<file path="config.mk">
export PLATFORM = sky130hd
export DESIGN_NAME = memory_bank
export DESIGN_NICKNAME = d
export VERILOG_FILES = /design/src/rtl/memory_bank.sv
export SDC_FILE = /design/constraint.sdc
export NUM_CORES = 2
export LEC_CHECK = 0
export BUFFER_PORTS_ARGS = -buffer_cell sky130_fd_sc_hd__buf_4
export CORE_ASPECT_RATIO = 1.75
export CORE_UTILIZATION = 30
export CTS_CLUSTER_DIAMETER = 200
export DETAILED_ROUTE_END_ITERATION = 10
export PLACE_DENSITY_LB_ADDON = 0.25
export SYNTH_ARGS = -nofsm -noshare
export SYNTH_HDL_FRONTEND = slang
export SYNTH_SLANG_ARGS = --single-unit
export TNS_END_PERCENT = 50
</file>
<file path="constraint.sdc">
create_clock -name clk_i -period 2 [get_ports clk_i]
set_clock_uncertainty 0.05 [all_clocks]
set_input_delay 0.1 -clock clk_i [delete_from_list [all_inputs] [get_ports clk_i]]
set_output_delay 0.1 -clock clk_i [all_outputs]
set_load 0.02 [all_outputs]
</file>
<file path="src/rtl/memory_bank.sv">
// memory_bank: simple-dual-port block-RAM bank with byte-lane writes,
// write-first forwarding on read/write address collision, a registered
// read path with a one-cycle valid strobe, and an optional post-reset
// clear sweep.
//
// Build option:
//   MEM_CLEAR_EN  defined   -> IDLE/CLEAR sweep FSM compiled in; the array
//                              is zeroed after every reset and on clear_i.
//                 undefined -> no FSM, busy_o tied low, clear_i ignored,
//                              array contents undefined at power-up.
//
// Ports:
//   clk_i    clock, rising edge
//   rst_i    asynchronous active-high reset (control registers only)
//   wr_i     write enable, active low
//   waddr_i  write address
//   data_i   write data
//   be_i     per-lane write enables, active high
//   rd_i     read enable, active low
//   raddr_i  read address
//   clear_i  start a clear sweep (sampled in IDLE only)
//   data_o   registered read data
//   valid_o  one-cycle strobe, data_o updated this cycle
//   busy_o   clear sweep in progress, accesses ignored

module memory_bank #(
  parameter int unsigned ADDR_WIDTH = 6,
  parameter int unsigned DATA_WIDTH = 32,
  parameter int unsigned BYTE_WIDTH = 8
) (
  input  logic                             clk_i,
  input  logic                             rst_i,
  input  logic                             wr_i,
  input  logic [ADDR_WIDTH-1:0]            waddr_i,
  input  logic [DATA_WIDTH-1:0]            data_i,
  input  logic [DATA_WIDTH/BYTE_WIDTH-1:0] be_i,
  input  logic                             rd_i,
  input  logic [ADDR_WIDTH-1:0]            raddr_i,
  input  logic                             clear_i,
  output logic [DATA_WIDTH-1:0]            data_o,
  output logic                             valid_o,
  output logic                             busy_o
);

  localparam int unsigned LANES = DATA_WIDTH / BYTE_WIDTH;
  localparam int unsigned DEPTH = 1 << ADDR_WIDTH;

  // Storage array; deliberately never reset
  logic [DATA_WIDTH-1:0] mem [DEPTH];

  // Sweep write request (tied off when the clear feature is absent)
  logic                  sweep_c;
  logic [ADDR_WIDTH-1:0] sweep_addr_c;
  logic                  busy_int;

`ifdef MEM_CLEAR_EN

  localparam logic [0:0] ST_IDLE  = 1'b0;
  localparam logic [0:0] ST_CLEAR = 1'b1;
  localparam logic [ADDR_WIDTH-1:0] LAST_ADDR = ADDR_WIDTH'(DEPTH - 1);

  logic [0:0]            state_q, state_d;
  logic [ADDR_WIDTH-1:0] cnt_q, cnt_d;
  logic                  busy_q;

  // State, sweep counter and busy flag registers
  always_ff @(posedge clk_i or posedge rst_i) begin
    if (rst_i) begin
      state_q <= ST_CLEAR;
      cnt_q   <= '0;
      busy_q  <= 1'b1;
    end else begin
      state_q <= state_d;
      cnt_q   <= cnt_d;
      busy_q  <= (state_d == ST_CLEAR);
    end
  end

  // Next-state logic; the counter parks on the last word instead of wrapping
  always_comb begin
    state_d = state_q;
    cnt_d   = cnt_q;
    case (state_q)
      ST_IDLE: begin
        if (clear_i) begin
          state_d = ST_CLEAR;
          cnt_d   = '0;
        end
      end
      ST_CLEAR: begin
        if (cnt_q == LAST_ADDR) begin
          state_d = ST_IDLE;
        end else begin
          cnt_d = cnt_q + ADDR_WIDTH'(1);
        end
      end
      default: begin
        state_d = ST_IDLE;
        cnt_d   = '0;
      end
    endcase
  end

  assign sweep_c      = (state_q == ST_CLEAR);
  assign sweep_addr_c = cnt_q;
  assign busy_int     = busy_q;

`else

  logic unused_clear;

  assign unused_clear = clear_i;
  assign sweep_c      = 1'b0;
  assign sweep_addr_c = '0;
  assign busy_int     = 1'b0;

`endif

  assign busy_o = busy_int;

  // Accepted user accesses
  logic wr_acc_c;
  logic rd_acc_c;

  assign wr_acc_c = ~wr_i & ~busy_int;
  assign rd_acc_c = ~rd_i & ~busy_int;

  // Single array write port shared by the sweep and user writes
  logic                  wr_en_c;
  logic [ADDR_WIDTH-1:0] wr_addr_c;
  logic [DATA_WIDTH-1:0] wr_data_c;
  logic [LANES-1:0]      wr_be_c;

  always_comb begin
    wr_en_c   = wr_acc_c;
    wr_addr_c = waddr_i;
    wr_data_c = data_i;
    wr_be_c   = be_i;
    if (sweep_c) begin
      wr_en_c   = 1'b1;
      wr_addr_c = sweep_addr_c;
      wr_data_c = '0;
      wr_be_c   = '1;
    end
  end

  // Byte-lane array write
  always_ff @(posedge clk_i) begin
    if (wr_en_c) begin
      for (int k = 0; k < LANES; k++) begin
        if (wr_be_c[k]) begin
          mem[wr_addr_c][k*BYTE_WIDTH +: BYTE_WIDTH] <= wr_data_c[k*BYTE_WIDTH +: BYTE_WIDTH];
        end
      end
    end
  end

  // Read word with write-first forwarding of the lanes written this cycle
  logic [DATA_WIDTH-1:0] rd_word_c;

  always_comb begin
    rd_word_c = mem[raddr_i];
    if (wr_acc_c && (waddr_i == raddr_i)) begin
      for (int k = 0; k < LANES; k++) begin
        if (be_i[k]) begin
          rd_word_c[k*BYTE_WIDTH +: BYTE_WIDTH] = data_i[k*BYTE_WIDTH +: BYTE_WIDTH];
        end
      end
    end
  end

  // Registered read data and valid strobe; data holds between reads
  logic [DATA_WIDTH-1:0] data_q;
  logic                  valid_q;

  always_ff @(posedge clk_i or posedge rst_i) begin
    if (rst_i) begin
      data_q  <= '0;
      valid_q <= 1'b0;
    end else begin
      valid_q <= rd_acc_c;
      if (rd_acc_c) begin
        data_q <= rd_word_c;
      end
    end
  end

  assign data_o  = data_q;
  assign valid_o = valid_q;

endmodule

</file>
---- After elaboration in Yosys (flattened, before gate mapping) ----
Memory sizes are Yosys's and may differ from the RTL's.
Index checks and enable logic that the tools add are counted.
operators by class
  equal/unequal tests ..................... 1
  muxes and demuxes ....................... 17
  bitwise gates (word level) .............. 2
  reduce and logical (&&, ||, !) cells .... 1
operator list
  kind                 count
  2-to-1 mux 32 bit    1
  2-to-1 mux 8 bit     4
  2-to-1 mux 1 bit     12
  equality test 6 bit  1
  NOT 1 bit            2
  logical AND 1 bit    1
word-level totals
  bits in registers ....................... 33
  RAM bits ................................ 2048
  bits of input ports ..................... 53
  output and inout bits ................... 34
  word-level logic and storage cells ...... 24
  memories kept ........................... 1
memory list
  name  words  width  rd ports  clocked after memory_dff  write ports  line  text
  mem   64     32     1         0                         1            49    logic [DATA_WIDTH-1:0] mem [DEPTH];

---- Depth between registers and ports, before layout ----
  depth in word-level cells ............... 3
  mapped depth ............................ 12
  mapped depth without buffers ............ 6

---- Least setup slack after synthesis ----
OpenSTA, ideal clock, no wires.
  path kind ............................... input -> register
  start point ............................. input raddr_i[0]
  end point ............................... register data_q[27], in the netlist data_o[27]
  library setup time ...................... 0.131 ns
  arrival ................................. 2.077 ns
  data required time ...................... 1.819 ns
  setup slack ............................. -0.258 ns
  stages on the path ...................... 9
  path buffers ............................ 4
  cell sequence ........................... buf_6 > buf_6 > buf_6 > buf_2 > mux4_2 > a22oi_1 > a21oi_1 > o41ai_1 > a2bb2oi_1
on the way
  word-level cells in the longest chain between the ends .. 3
  elaborated cells on any way between the ends .. 5
  those cells by class .................... eq/ne (1); mux (2); reduce/logical (1); memory (1)
RTL lines
  element                                                                  line      text
  from (decl)                                                              38        input logic [ADDR_WIDTH-1:0] raddr_i,
  memory read (64 x 32 bit) / equality test 6 bit (equally long branches)  n/a
  2-to-1 mux 8 bit / logical AND 1 bit (equally long branches)             165, 163
  2-to-1 mux 32 bit (*)                                                    163       if (wr_acc_c && (waddr_i == raddr_i)) begin
  to (signal assigned)                                                     183       data_q <= rd_word_c;
  to (decl)                                                                173       logic [DATA_WIDTH-1:0] data_q;
Every way passes the cells marked *; elsewhere a longest branch is shown, timed or not.
A chain may end at the register's enable or synchronous reset.

---- Worst setup path in the final report ----
  start point ............................. memory mem[54][15]
  end point ............................... register data_q[15], in the netlist data_o[15]
on the way
  word-level cells in the longest chain between the ends .. 3
RTL lines
  element                        line  text
  from (decl)                    49
  memory read (64 x 32 bit) (*)  n/a
  2-to-1 mux 8 bit               165   if (be_i[k]) begin
  2-to-1 mux 32 bit (*)          163
Marked as above.

==> key figures <==
Die
  • Starting density of the core: between 30% and 40%
  • Area of the core region: about 270000 um^2
  • Chip height: 690 um
  • Die Width: approximately 400 um
  • Top Ports: 87
  • Die footprint: about 270000 um^2
  • Number of rows created at floorplan: between 200 and 300

Status
  • Run status: finished with violations
  • Failing checks: setup timing

Clock network
  • Clock sink total: roughly 2100
  • Level count of the clock H-tree: 4
  • Clock Tree Root: sky130_fd_sc_hd__clkbuf_16
  • Post CTS Setup Buffer Count: 0
  • Clock transition at the registers of the reported paths: ~0.07 ns
  • Clock tree from TritonCTS: done
  • Number of clock buffers inserted by TritonCTS: ~190
  • Clock insertion delay at the later pin of the skew report: about 0.86 ns
  • CTS Buffer Depth: 4

Synthesis
  • Main area contributors after synthesis: sky130_fd_sc_hd__edfxtp_1 76%, sky130_fd_sc_hd__mux4_2 15%, sky130_fd_sc_hd__mux2i_1 1.6%
  • FFs w/ async S/R, synth: about 1.6%
  • Number of instances in the synthesized netlist: between 3000 and 4000
  • Count of warnings emitted by yosys: 0
  • Main flop type after synthesis: sky130_fd_sc_hd__edfxtp_1
  • Mean area per synthesized cell: ~22 um^2
  • Synth Cell Area: around 80000 um^2
  • Number of synthesized register bits: 2081
  • Net count after synthesis: around 3800
  • Seq/Total Area, Yosys: just under 80%
  • Post-synth EDFFs: about 2000
  • Top-area cell type share of the netlist area: 75.8%
  • Yosys cell types: between 50 and 60
  • Most area-hungry cell type in the Yosys netlist: sky130_fd_sc_hd__edfxtp_1

Timing
  • Final hold violation count: 0
  • Count of final setup violators: 4
  • Shortest clock period the worst path allows after layout: 2.05 ns
  • Ratio of final minimum period to clock period: 102%
  • Max Fclk: 488 MHz
  • RSZ-0062 raised after global routing: true
  • Headroom to the max-slew limit: around 47%
  • Final Max Tran Viols: 0
  • Measured slew at the worst slew-check pin: about 0.8 ns
  • Final setup slack of the worst path: -0.0484 ns

Global route
  • GR Util All Layers: between 10% and 20%
  • Global route total overflow: 0
  • Via count of the first global-routing pass: ~44000
  • Initial antenna violation count: 16
  • Largest net degree at the start of global routing: between 60 and 70
  • Global-route wire length before repair: around 360000 um

Finish
  • Layout Utilization: a little under two fifths
  • Area growth from synthesis to layout: 22.5%
  • Final cell count without fillers: 8353
  • Net count of the finished layout: 4707
  • Fraction of final layout cells with drive strength greater than 1: between 30% and 40%

Placed design
  • DP Wirelength: 182000 um
  • Gpl congestion: approximately 0.94
  • Total of buffers placed on input and output ports: 84
  • Placed cell count: between 7000 and 8000

Route
  • Average detailed-routed wire length per instance: 30.7 um
  • Vias: 42000
  • First-iteration detailed-routing DRC count: just over 4000
  • 1st-pass router iterations: 7
  • Post-Route WL: 256000 um
  • Via count normalized by instance count: 5.02
  • Drt drc: 0
  • Remaining antenna violation count: 0

Flow run
  • Number of max-cap violations: 0

Pwr
  • Max rail drop VDD: between 0.5 and 0.6 mV
  • Areal power density over the cells: 902 nW/um^2
  • Post-route total power: roughly 90000 uW
  • Leakage: roughly 0.032 uW

Worst setup path
  • WS Path Type: flip-flop to flip-flop
  • Max Fanout on Critical Path: 1
  • Crit end category: flip-flop
  • Arrival time at the worst endpoint: around 2.7 ns
  • CP startpoint kind: flip-flop
  • Worst EP required: around 2.7 ns

Min path
  • Tightest Hold Check Type: input port to flip-flop
[sequential cells by signal (all words and copies together), names as in the netlist]
register	flops
mem	2048
data_o	32
valid_o	1
[through the flow]
step	setup slack [ns]	setup TNS, ns	hold WS, ns	area [um^2]
CTS	-0.0594	-0.155	0.0149	99200
floorplan	-0.0639	-0.584	0.149	81500
detailed placement	-0.737	-25.40	0.183	92800
finish	-0.0484	-0.138	0.0673	99300
global placement	-0.756	-23.30	0.169	92800
global route	-0.103	-0.742	0.0671	99300
[worst paths after layout]
check | from | endpoint | slack [ns] | depth (start not counted)
max | mem[54][15] | data_o[15] | -0.05 | 5
min | raddr_i[3] | data_o[29] | 0.07 | 5
min in group asynchronous | rst_i | data_o[2] | 0.43 | 5
max reg2reg | mem[54][15] | data_o[15] | -0.05 | 5
min reg2reg | data_o[21] | data_o[21] | 0.49 | 1
max in group asynchronous | rst_i | data_o[13] | 1.12 | 5
[cell families (layout without fill, tap and decap cells)]
family | count (synthesis) | count (layout) | share of synthesized area (%)
flops | 2081 | 2081 | 76.8
mux | 685 | 685 | 16.8
simple gates | 523 | 523 | 2.77
compound gates | 237 | 237 | 1.97
buf+inv | 231 | 1256 | 1.54
xor+xnor | 6 | 6 | 0.0648
other cells | 1 | 9 | 0.00462
[repair_timing]
| action | CTS | global route |
|---|---|---|
| gates resized for setup | 45 | 34 |
| hold buffers | 41 | 0 |
| hold endpoints to repair | 2113 | 0 |
| setup endpoints to repair | 20 | 27 |
| pin swaps | 21 | 18 |
| gates cloned | 0 | 0 |
[worst max-delay path, stage by stage (launching register included)]
cell	delay, ns
sky130_fd_sc_hd__edfxtp_1	0.37
sky130_fd_sc_hd__mux4_2	0.52
sky130_fd_sc_hd__mux4_2	0.54
sky130_fd_sc_hd__mux2i_4	0.20
sky130_fd_sc_hd__o221a_2	0.21
sky130_fd_sc_hd__o21ai_1	0.05
[area by class of cell]
type | instances | area, um^2
sequential | 2081 | 62300
fill | 24700 | 170000
antenna | 8 | 20.0
clock inverter | 90 | 812
timing repair buffer | 927 | 8850
inverter | 7 | 30.0
clock buffer | 232 | 4930
tap | 3556 | 4450
multi-input combinational | 1452 | 17900
[cell usage after synthesis, types with 2 or more instances]
library cell,count
sky130_fd_sc_hd__a311oi_1,3
sky130_fd_sc_hd__buf_4,35
sky130_fd_sc_hd__nor4_1,4
sky130_fd_sc_hd__a211oi_1,37
sky130_fd_sc_hd__o21a_1,2
sky130_fd_sc_hd__buf_6,24
sky130_fd_sc_hd__and3_1,7
sky130_fd_sc_hd__nor3b_1,6
sky130_fd_sc_hd__or2_2,2
sky130_fd_sc_hd__nand2b_1,8
sky130_fd_sc_hd__mux4_2,541
sky130_fd_sc_hd__and2_1,12
sky130_fd_sc_hd__a2111oi_0,6
sky130_fd_sc_hd__a2bb2oi_1,4
sky130_fd_sc_hd__a21oi_1,52
sky130_fd_sc_hd__or4_1,4
sky130_fd_sc_hd__inv_2,2
sky130_fd_sc_hd__nor3_1,16
sky130_fd_sc_hd__buf_1,21
sky130_fd_sc_hd__mux2i_1,126
sky130_fd_sc_hd__nor2b_1,25
sky130_fd_sc_hd__nor2_1,288
sky130_fd_sc_hd__o2bb2ai_1,2
sky130_fd_sc_hd__clkbuf_1,89
sky130_fd_sc_hd__o2111ai_1,8
sky130_fd_sc_hd__nand3_1,23
sky130_fd_sc_hd__a22oi_1,45
sky130_fd_sc_hd__xor2_1,6
sky130_fd_sc_hd__inv_1,5
sky130_fd_sc_hd__o211ai_1,7
sky130_fd_sc_hd__mux2_2,18
sky130_fd_sc_hd__o22ai_1,22
sky130_fd_sc_hd__buf_2,55
sky130_fd_sc_hd__or3_1,7
sky130_fd_sc_hd__o21ai_0,24
sky130_fd_sc_hd__edfxtp_1,2048
sky130_fd_sc_hd__dfrtp_1,33
sky130_fd_sc_hd__a21o_1,2
sky130_fd_sc_hd__and3b_1,3
sky130_fd_sc_hd__nand2_1,114
sky130_fd_sc_hd__a31oi_1,11
sky130_fd_sc_hd__a221oi_1,2
[layer usage]
layer / part of all wire [%] / track usage (%) / vias to the layer above
met4: 5.2 / 9.06 / 12
met2: 54 / 34.9 / 1336
met3: 4.2 / 1.96 / 440
met5: 0.029 / 0 / -
li1: - / - / 17400
met1: 36 / 21.2 / 22700
[placed cells by master, fill, tap and decap left out, types with 8 or more instances in the layout]
cell type                          n
sky130_fd_sc_hd__a211oi_1         26
sky130_fd_sc_hd__a211oi_2         11
sky130_fd_sc_hd__a21oi_1          48
sky130_fd_sc_hd__a22oi_1          41
sky130_fd_sc_hd__a31oi_1          11
sky130_fd_sc_hd__buf_12          141
sky130_fd_sc_hd__buf_4           742
sky130_fd_sc_hd__bufinv_16        14
sky130_fd_sc_hd__clkbuf_1         38
sky130_fd_sc_hd__clkbuf_16       188
sky130_fd_sc_hd__clkinv_1         34
sky130_fd_sc_hd__clkinv_2         29
sky130_fd_sc_hd__dfrtp_1          33
sky130_fd_sc_hd__diode_2           8
sky130_fd_sc_hd__dlygate4sd3_1    41
sky130_fd_sc_hd__edfxtp_1       2048
sky130_fd_sc_hd__mux2_2           16
sky130_fd_sc_hd__mux2i_1         120
sky130_fd_sc_hd__mux4_2          541
sky130_fd_sc_hd__nand2_1         111
sky130_fd_sc_hd__nand3_1          20
sky130_fd_sc_hd__nor2_1          284
sky130_fd_sc_hd__nor2b_1          23
sky130_fd_sc_hd__nor3_1           14
sky130_fd_sc_hd__o21ai_0          17
sky130_fd_sc_hd__o22ai_1          15
[where the power goes]
| part | switching [uW] | internal [uW] |
|---|---|---|
| Clock | 15900 | 19300 |
| Sequential | 235 | 48100 |
| Combinational | 3540 | 2560 |
| Total | 19600 | 69900 |
(Power assumes the default switching activity.)
